**config.mk**
```make
export PLATFORM = sky130hd
export DESIGN_NAME = reg_file_wb_flat
export DESIGN_NICKNAME = d
export VERILOG_FILES = /design/src/rtl/reg_file_wb_pkg.sv /design/src/rtl/reg_file_wb_if.sv /design/src/rtl/reg_file_wb_bypass.sv /design/src/rtl/reg_file_wb.sv /design/src/flat_wrapper.sv
export SDC_FILE = /design/constraint.sdc
export NUM_CORES = 1
export LEC_CHECK = 0
export ABC_AREA = 1
export CORE_ASPECT_RATIO = 1.75
export CORE_MARGIN = 1.5
export CORE_UTILIZATION = 30
export DETAILED_ROUTE_END_ITERATION = 8
export PLACE_DENSITY_LB_ADDON = 0.15
export SETUP_SLACK_MARGIN = 0.1
export SLEW_MARGIN = 10
export SYNTH_ARGS = -nofsm -noshare
export SYNTH_HDL_FRONTEND = slang
export SYNTH_SLANG_ARGS = --single-unit
export TNS_END_PERCENT = 10
```
**constraint.sdc**
```tcl
create_clock -name clk -period 16.55 [get_ports clk]
set_input_delay 3.31 -clock clk [delete_from_list [all_inputs] [get_ports clk]]
set_output_delay 3.31 -clock clk [all_outputs]
set_load 0.02 [all_outputs]
```
**src/rtl/reg_file_wb_pkg.sv**
```systemverilog
// Shared types and sizes for the 20-bit pipeline register file.
// Used by writeback-select, decode and reg_file_wb.
package reg_file_wb_pkg;

    localparam int DATA_W   = 20;
    localparam int ADDR_W   = 4;
    localparam int NREG     = 1 << ADDR_W;
    localparam int WB_CNT_W = 16;

    typedef logic [DATA_W-1:0] word_t;
    typedef logic [ADDR_W-1:0] ridx_t;

    localparam ridx_t REG_ZERO = '0;

    function automatic logic is_wr(input logic rw, input ridx_t dest);
        return rw && (dest != REG_ZERO);
    endfunction

endpackage

```
**src/rtl/reg_file_wb_if.sv**
```systemverilog
// Write/read/debug bundle between the pipeline and reg_file_wb.
// master = pipeline side, slave = register file.
interface reg_file_wb_if
    import reg_file_wb_pkg::*;
#(
    parameter int CNT_W = WB_CNT_W
);

    logic             RW;
    ridx_t            Dest;
    word_t            WBData;
    ridx_t            ra1;
    ridx_t            ra2;
    word_t            rd1;
    word_t            rd2;
    ridx_t            dbg_addr;
    word_t            dbg_data;
    logic [CNT_W-1:0] wb_count;

    modport master (
        output RW, Dest, WBData, ra1, ra2, dbg_addr,
        input  rd1, rd2, dbg_data, wb_count
    );

    modport slave (
        input  RW, Dest, WBData, ra1, ra2, dbg_addr,
        output rd1, rd2, dbg_data, wb_count
    );

endinterface

```
**src/rtl/reg_file_wb_bypass.sv**
```systemverilog
// One read port: R0 zero-force plus optional write-through of the
// in-flight writeback when byp_en_i is high and addresses match.
module reg_file_wb_bypass
    import reg_file_wb_pkg::*;
(
    input  logic  byp_en_i,
    input  ridx_t dest_i,
    input  word_t wdata_i,
    input  ridx_t ra_i,
    input  word_t rdata_i,
    output word_t rd_o
);

    always_comb begin
        rd_o = rdata_i;
        if (ra_i == REG_ZERO) begin
            rd_o = '0;
        end else if (byp_en_i && (ra_i == dest_i)) begin
            rd_o = wdata_i;
        end
    end

endmodule

```
**src/rtl/reg_file_wb.sv**
```systemverilog
// Architectural register file: 2 comb read ports, registered debug read,
// saturating writeback counter. REGFILE_BYPASS_EN enables WB->ID write-through.
module reg_file_wb
    import reg_file_wb_pkg::*;
#(
    parameter int CNT_W = WB_CNT_W
)(
    input  logic          clk,
    input  logic          rst,
    reg_file_wb_if.slave  bus
);

    localparam logic [CNT_W-1:0] CNT_ONE = {{(CNT_W-1){1'b0}}, 1'b1};
    localparam logic [CNT_W-1:0] CNT_MAX = {CNT_W{1'b1}};

    word_t            regs_q [NREG];
    word_t            dbg_q, dbg_d;
    logic [CNT_W-1:0] cnt_q, cnt_d;
    logic             we;
    logic             byp_en;

    assign we = is_wr(bus.RW, bus.Dest);

`ifdef REGFILE_BYPASS_EN
    assign byp_en = we && !rst;
`else
    assign byp_en = 1'b0;
`endif

    always_comb begin
        cnt_d = cnt_q;
        if (we && (cnt_q != CNT_MAX)) begin
            cnt_d = cnt_q + CNT_ONE;
        end
    end

    // debug port sees pre-write state, never bypassed
    always_comb begin
        dbg_d = regs_q[bus.dbg_addr];
        if (bus.dbg_addr == REG_ZERO) begin
            dbg_d = '0;
        end
    end

    always_ff @(posedge clk or posedge rst) begin
        if (rst) begin
            for (int i = 0; i < NREG; i++) begin
                regs_q[i] <= '0;
            end
        end else if (we) begin
            regs_q[bus.Dest] <= bus.WBData;
        end
    end

    always_ff @(posedge clk or posedge rst) begin
        if (rst) begin
            dbg_q <= '0;
            cnt_q <= '0;
        end else begin
            dbg_q <= dbg_d;
            cnt_q <= cnt_d;
        end
    end

    reg_file_wb_bypass u_byp1 (
        .byp_en_i (byp_en),
        .dest_i   (bus.Dest),
        .wdata_i  (bus.WBData),
        .ra_i     (bus.ra1),
        .rdata_i  (regs_q[bus.ra1]),
        .rd_o     (bus.rd1)
    );

    reg_file_wb_bypass u_byp2 (
        .byp_en_i (byp_en),
        .dest_i   (bus.Dest),
        .wdata_i  (bus.WBData),
        .ra_i     (bus.ra2),
        .rdata_i  (regs_q[bus.ra2]),
        .rd_o     (bus.rd2)
    );

    assign bus.dbg_data = dbg_q;
    assign bus.wb_count = cnt_q;

endmodule

```
**src/flat_wrapper.sv**
```systemverilog
// flat-port wrapper written by rule: the top's interface ports become plain ports
module reg_file_wb_flat import reg_file_wb_pkg::*;
#(
    parameter int CNT_W = WB_CNT_W
)
  (clk, rst, bus_RW, bus_Dest, bus_WBData, bus_ra1, bus_ra2, bus_dbg_addr, bus_rd1, bus_rd2, bus_dbg_data, bus_wb_count);
  reg_file_wb_if #(.CNT_W(CNT_W)) bus_i ();
  input  logic clk;
  input  logic rst;
  input wire logic [$bits(bus_i.RW)-1:0] bus_RW;
  input wire logic [$bits(bus_i.Dest)-1:0] bus_Dest;
  input wire logic [$bits(bus_i.WBData)-1:0] bus_WBData;
  input wire logic [$bits(bus_i.ra1)-1:0] bus_ra1;
  input wire logic [$bits(bus_i.ra2)-1:0] bus_ra2;
  input wire logic [$bits(bus_i.dbg_addr)-1:0] bus_dbg_addr;
  output wire logic [$bits(bus_i.rd1)-1:0] bus_rd1;
  output wire logic [$bits(bus_i.rd2)-1:0] bus_rd2;
  output wire logic [$bits(bus_i.dbg_data)-1:0] bus_dbg_data;
  output wire logic [$bits(bus_i.wb_count)-1:0] bus_wb_count;
  assign bus_i.RW = bus_RW;
  assign bus_i.Dest = bus_Dest;
  assign bus_i.WBData = bus_WBData;
  assign bus_i.ra1 = bus_ra1;
  assign bus_i.ra2 = bus_ra2;
  assign bus_i.dbg_addr = bus_dbg_addr;
  assign bus_rd1 = bus_i.rd1;
  assign bus_rd2 = bus_i.rd2;
  assign bus_dbg_data = bus_i.dbg_data;
  assign bus_wb_count = bus_i.wb_count;
  reg_file_wb #(.CNT_W(CNT_W)) u_core (.clk(clk), .rst(rst), .bus(bus_i));
endmodule
```
Word-level counts from Yosys, hierarchy flattened:

Index checks and enable logic that the tools add are counted.

* register bits after elaboration: 356
* input bits: 39
* output and inout bits: 76
* logic and storage cells: 51

* $add $sub $neg: 1
* order comparisons: 5
* equal/unequal tests: 1
* mux-type cells: 15
* bitwise gates (word level): 4
* reduce and logical (&&, ||, !) cells: 7

Operators by type and width (count)
* 320-bit bitwise mux: 1
* 20-bit binary-select mux with 4-bit select: 3
* 20-bit two-way mux: 10
* 20-bit demux with 4-bit select: 1
* 5-bit greater-or-equal comparator, second input constant: 4
* 4-bit NOT with 5-bit output: 4
* 16-bit by 1-bit adder with 16-bit output, second input constant: 1
* 16-bit inequality test, second input constant: 1
* 4-bit zero test: 3
* 5-bit by 1-bit less-than comparator with 1-bit output, second input constant: 1
* 4-bit nonzero test: 1
* 1-bit logical AND: 3

Longest topological paths before layout:

* word-level depth: 6
* gate-level depth with buffers: 11
* gate-level depth less buffers: 10

Cells and area by module:

From an unflattened synthesis, not the netlist that was laid out.

* cell total of the unflattened synthesis: 3611
* area, all modules: 23493.8 µm²

By module, submodules not included
* reg_file_wb: instances 1, cells an instance 3347, area each 22320.2 µm², sequential area each 8908.5 µm²
* reg_file_wb_bypass: instances 2, cells an instance 132, area each 586.8 µm², sequential area each 0.0 µm²

Least setup slack after synthesis:

Ideal clock, no wire load.

* path type: input to output
* start point: input bus_ra2[1]
* end point: output bus_rd2[15]
* arrival time: 4.421 ns
* data required time: 13.240 ns
* path slack: 8.819 ns
* stages on the path: 7
* cell sequence: buf_2 -> inv_2 -> clkbuf_1 -> nand3_1 -> nand3_1 -> nand3_1 -> a21oi_1

* longest elaborated chain between the ends: 5

RTL lines
* from (decl): RTL line flat_wrapper.sv:14 `input wire logic [$bits(bus_i.ra2)-1:0] bus_ra2;`
* 4-bit NOT with 5-bit output (not written as such): RTL line reg_file_wb.sv:79 `.rdata_i (regs_q[bus.ra2]),`
* 20-bit binary-select mux with 4-bit select: RTL line reg_file_wb.sv:79
* 20-bit two-way mux (not written as such) (2 in a row): RTL line reg_file_wb.sv:79
* 20-bit two-way mux *: RTL line reg_file_wb_bypass.sv:16 `if (ra_i == REG_ZERO) begin`
* to (decl): RTL line flat_wrapper.sv:17 `output wire logic [$bits(bus_i.rd2)-1:0] bus_rd2;`

Mark *: on every way between the ends. The rest lies on a longest branch, timed or not. The select of a mux whose other input is x is not followed.

Worst setup path in the final report:

* start point: input bus_ra1[2]
* end point: output bus_rd1[19]

* longest elaborated chain between the ends: 5

RTL lines
* from (decl): RTL line flat_wrapper.sv:13 `input wire logic [$bits(bus_i.ra1)-1:0] bus_ra1;`
* 4-bit NOT with 5-bit output (not written as such): RTL line reg_file_wb.sv:70 `.rdata_i (regs_q[bus.ra1]),`
* 20-bit binary-select mux with 4-bit select: RTL line reg_file_wb.sv:70
* 20-bit two-way mux (not written as such) (2 in a row): RTL line reg_file_wb.sv:70
* 20-bit two-way mux *: RTL line reg_file_wb_bypass.sv:16
* to (decl): RTL line flat_wrapper.sv:16 `output wire logic [$bits(bus_i.rd1)-1:0] bus_rd1;`

Marked as above.

==> results.json <==
{
  "outcome": "completed",
  "postCtsHoldBufs": 0,
  "worst_pin_slew_ns": 1.267,
  "synthDistinctLibCells": 27,
  "dieHeight_um": 372.6,
  "startpoint": "bus_ra1[2]",
  "grt_use_total": 0.2705,
  "tns_ns": 0,
  "drt_iter0_drc": 2149,
  "place_ws_ns": 6.282,
  "grt_pass1_wl_mm": 162.5,
  "start_kind": "primary input",
  "viasPerCell": 5.195,
  "ys_ff_latch": 356,
  "worstPathMaxFanout": 23,
  "finalCriticalPeriod_ns": 10.37,
  "clockBufferDepth": 3,
  "p_total_mw": 2.976,
  "layout.area.seq_mm2": 0.008909,
  "total_leakage_power_nw": 13.72,
  "die_w_um": 214.2,
  "vias": 24680,
  "synthCells": 3784,
  "ir_drop_uv": 91.15,
  "fmax_ghz": 0.09647,
  "crit_arrival_ns": 7.06,
  "cts_setup_buffers": 0,
  "pwr_density_cell_mw_per_mm2": 112.6,
  "yosysSeqAreaShare": 0.3803,
  "final.period_utilization": 0.6263,
  "maxCapViolations": 0,
  "final_antenna_net_count": 0,
  "hold_path_class": "flip-flop to flip-flop",
  "drive_gt1_frac": 0.04298,
  "hp-start": "u_core.regs_q[300]$_DFFE_PP0P_",
  "drv_slew": 0,
  "slew_headroom": 0.1543,
  "clock_skew_ns": 0.01860,
  "ioPinCount": 115,
  "antenna_cells": 0,
  "hold_viol_final": 0,
  "die_area_mm2": 0.07983,
  "yosysWarnings": 0,
  "grt_max_degree": 143,
  "fillers": 8817,
  "rsz0062_at_grt": "no",
  "cts_made_buffers": 42,
  "syn-cell-area_mm2": 0.02342,
  "path_clk_slew_ns": 0.06,
  "start_util": 0.3028,
  "antenna_found_initial": 2,
  "path_class": "primary input to output pin",
  "syn_area_per_cell_um2": 6.190,
  "cts-resized-gates": 0,
  "nNetsFinal": 3734,
  "cts.htree.levels": 2,
  "gr-total-overflow": 0,
  "fin_ws_ns": 6.184,
  "clkSinkCount": 356,
  "cts_root_buf": "clkbuf_16",
  "wl_per_cell_um": 22.91,
  "cts_tree": "yes",
  "multiInputGateArea_mm2": 0.01171,
  "rows": 135,
  "grt_pass1_vias": 24400,
  "coreArea_mm2": 0.07736,
  "dr.pass1.iters": 6,
  "numPortBuffers": 114,
  "syn_to_final_growth_pct": 12.80,
  "r2r-start": "u_core.bus.wb_count[1]$_DFFE_PP0P_",
  "final-setup-viol-count": 0,
  "gp_congestion": 0.8655,
  "route.detailed.drc": 0,
  "final_util": 0.3415,
  "design_area_mm2": 0.02642,
  "clk_latency_ns": 0.60,
  "dpl.hpwl_mm": 64.80,
  "post_dp_cell_area_mm2": 0.02508,
  "syn_nets": 3824,
  "cp.required_ns": 13.24,
  "end_kind": "output pin",
  "wirelength_mm": 108.8
}
[metrics by stage]
stage | instances | hold WS (ns)
global route | 4750 | 0.3860
detailed placement | 4677 | 0.3656
finish | 4750 | 0.3737
floorplan | 3784 | 0.4290
CTS | 4750 | 0.3784
global placement | 4674 | 0.3652
[cell type report]
cell class / instances / area share
multi-input combinational: 2711 / 0.4433
sequential: 356 / 0.3372
inverter: 423 / 0.06137
timing repair buffer: 160 / 0.05858
tap: 1027 / 0.04863
clock buffer: 58 / 0.04702
clock inverter: 15 / 0.003930
[per-layer routing]
layer	part of all wire	global-route usage	vias up	routed length, um
met3	0.067	0.03912	291	7273
li1	-	-	11580	-
met1	0.40	0.3348	11760	43600
met2	0.48	0.4526	1043	51770
met5	0.00012	0	-	13
met4	0.057	0.1446	2	6171
[worst max-delay path: stages]
cell,delay (ns)
clkdlybuf4s50_1,0.46
buf_4,0.42
inv_1,0.70
nor2_4,0.69
nand2_1,0.10
nand2_1,0.14
inv_1,0.05
a21oi_1,0.44
clkdlybuf4s50_1,0.71
[synthesized netlist by cell type]
| cell type | number | area (um^2) |
|---|---|---|
| nor2_1 | 26 | 97.59 |
| dfrtp_1 | 356 | 8909 |
| inv_1 | 416 | 1562 |
| inv_2 | 7 | 26.28 |
| nand2_4 | 1 | 11.26 |
| a21oi_1 | 60 | 300.3 |
| nor3_1 | 1 | 5.000 |
| nor3_2 | 1 | 10.01 |
| buf_2 | 99 | 495.5 |
| nor2_2 | 2 | 12.51 |
| nor4_1 | 3 | 18.77 |
| xor2_1 | 5 | 43.79 |
| buf_1 | 18 | 67.56 |
| o21ai_2 | 1 | 8.760 |
| nand2_1 | 1620 | 6081 |
| nand3_2 | 1 | 10.01 |
| clkbuf_1 | 162 | 608.1 |
| nand3_1 | 671 | 3358 |
| a21boi_2 | 1 | 11.26 |
| o21ai_1 | 22 | 110.1 |
| xnor2_1 | 8 | 70.07 |
| o21ai_0 | 283 | 1416 |
| buf_4 | 4 | 30.03 |
| ha_1 | 1 | 12.51 |
| nand2_2 | 1 | 6.260 |
| nand4_1 | 3 | 18.77 |
| buf_6 | 11 | 123.9 |
[flip-flops by register name (all words and copies together), names as in the netlist]
| name | cells |
|---|---|
| u_core.bus.wb_count | 16 |
| u_core.bus.dbg_data | 20 |
| u_core.regs_q | 320 |
[where the power goes]
group / internal, mW / leakage [nW] / switching (mW) / total (mW)
Sequential: 1.04 / 4.51 / 0.0861 / 1.13
Clock: 0.538 / 0.683 / 0.414 / 0.952
Combinational: 0.284 / 8.53 / 0.615 / 0.900
Total: 1.86 / 13.7 / 1.12 / 2.98
[cell usage in the layout (no fill, tap or decap), drive strengths merged, types with 2 or more instances in the layout]
cell type / synthesis / routed
nand4: 3 / 3
xnor2: 8 / 8
buf: 132 / 52
inv: 423 / 421
xor2: 5 / 5
dfrtp: 356 / 356
nor2: 28 / 28
nor3: 2 / 2
nor4: 3 / 3
nand3: 672 / 672
nand2: 1622 / 1622
o21ai: 306 / 306
clkdlybuf4s50: 0 / 108
clkinv: 0 / 16
a21oi: 60 / 60
clkbuf: 162 / 58
[logic make-up (layout without fill, tap and decap cells)]
logic type	Yosys count	after routing	synth area share
simple gates	2330	2330	0.4111
fa+ha+maj	1	1	0.0005341
xor+xnor	13	13	0.004861
compound gates	367	367	0.07884
buf+inv	717	656	0.1244
flops	356	356	0.3803
[worst paths after layout]
check	to	slack [ns]	cells past startpoint
worst max-delay path	bus_rd1[19]	6.18	9
max in group asynchronous	u_core.regs_q[234]$_DFFE_PP0P_	11.04	4
worst max register to register	u_core.bus.wb_count[14]$_DFFE_PP0P_	14.71	10
worst min-delay path	u_core.regs_q[300]$_DFFE_PP0P_	0.37	0
worst min register to register	u_core.regs_q[300]$_DFFE_PP0P_	0.37	0
min in group asynchronous	u_core.bus.wb_count[0]$_DFFE_PP0P_	3.21	2
(Power assumes the default switching activity.)
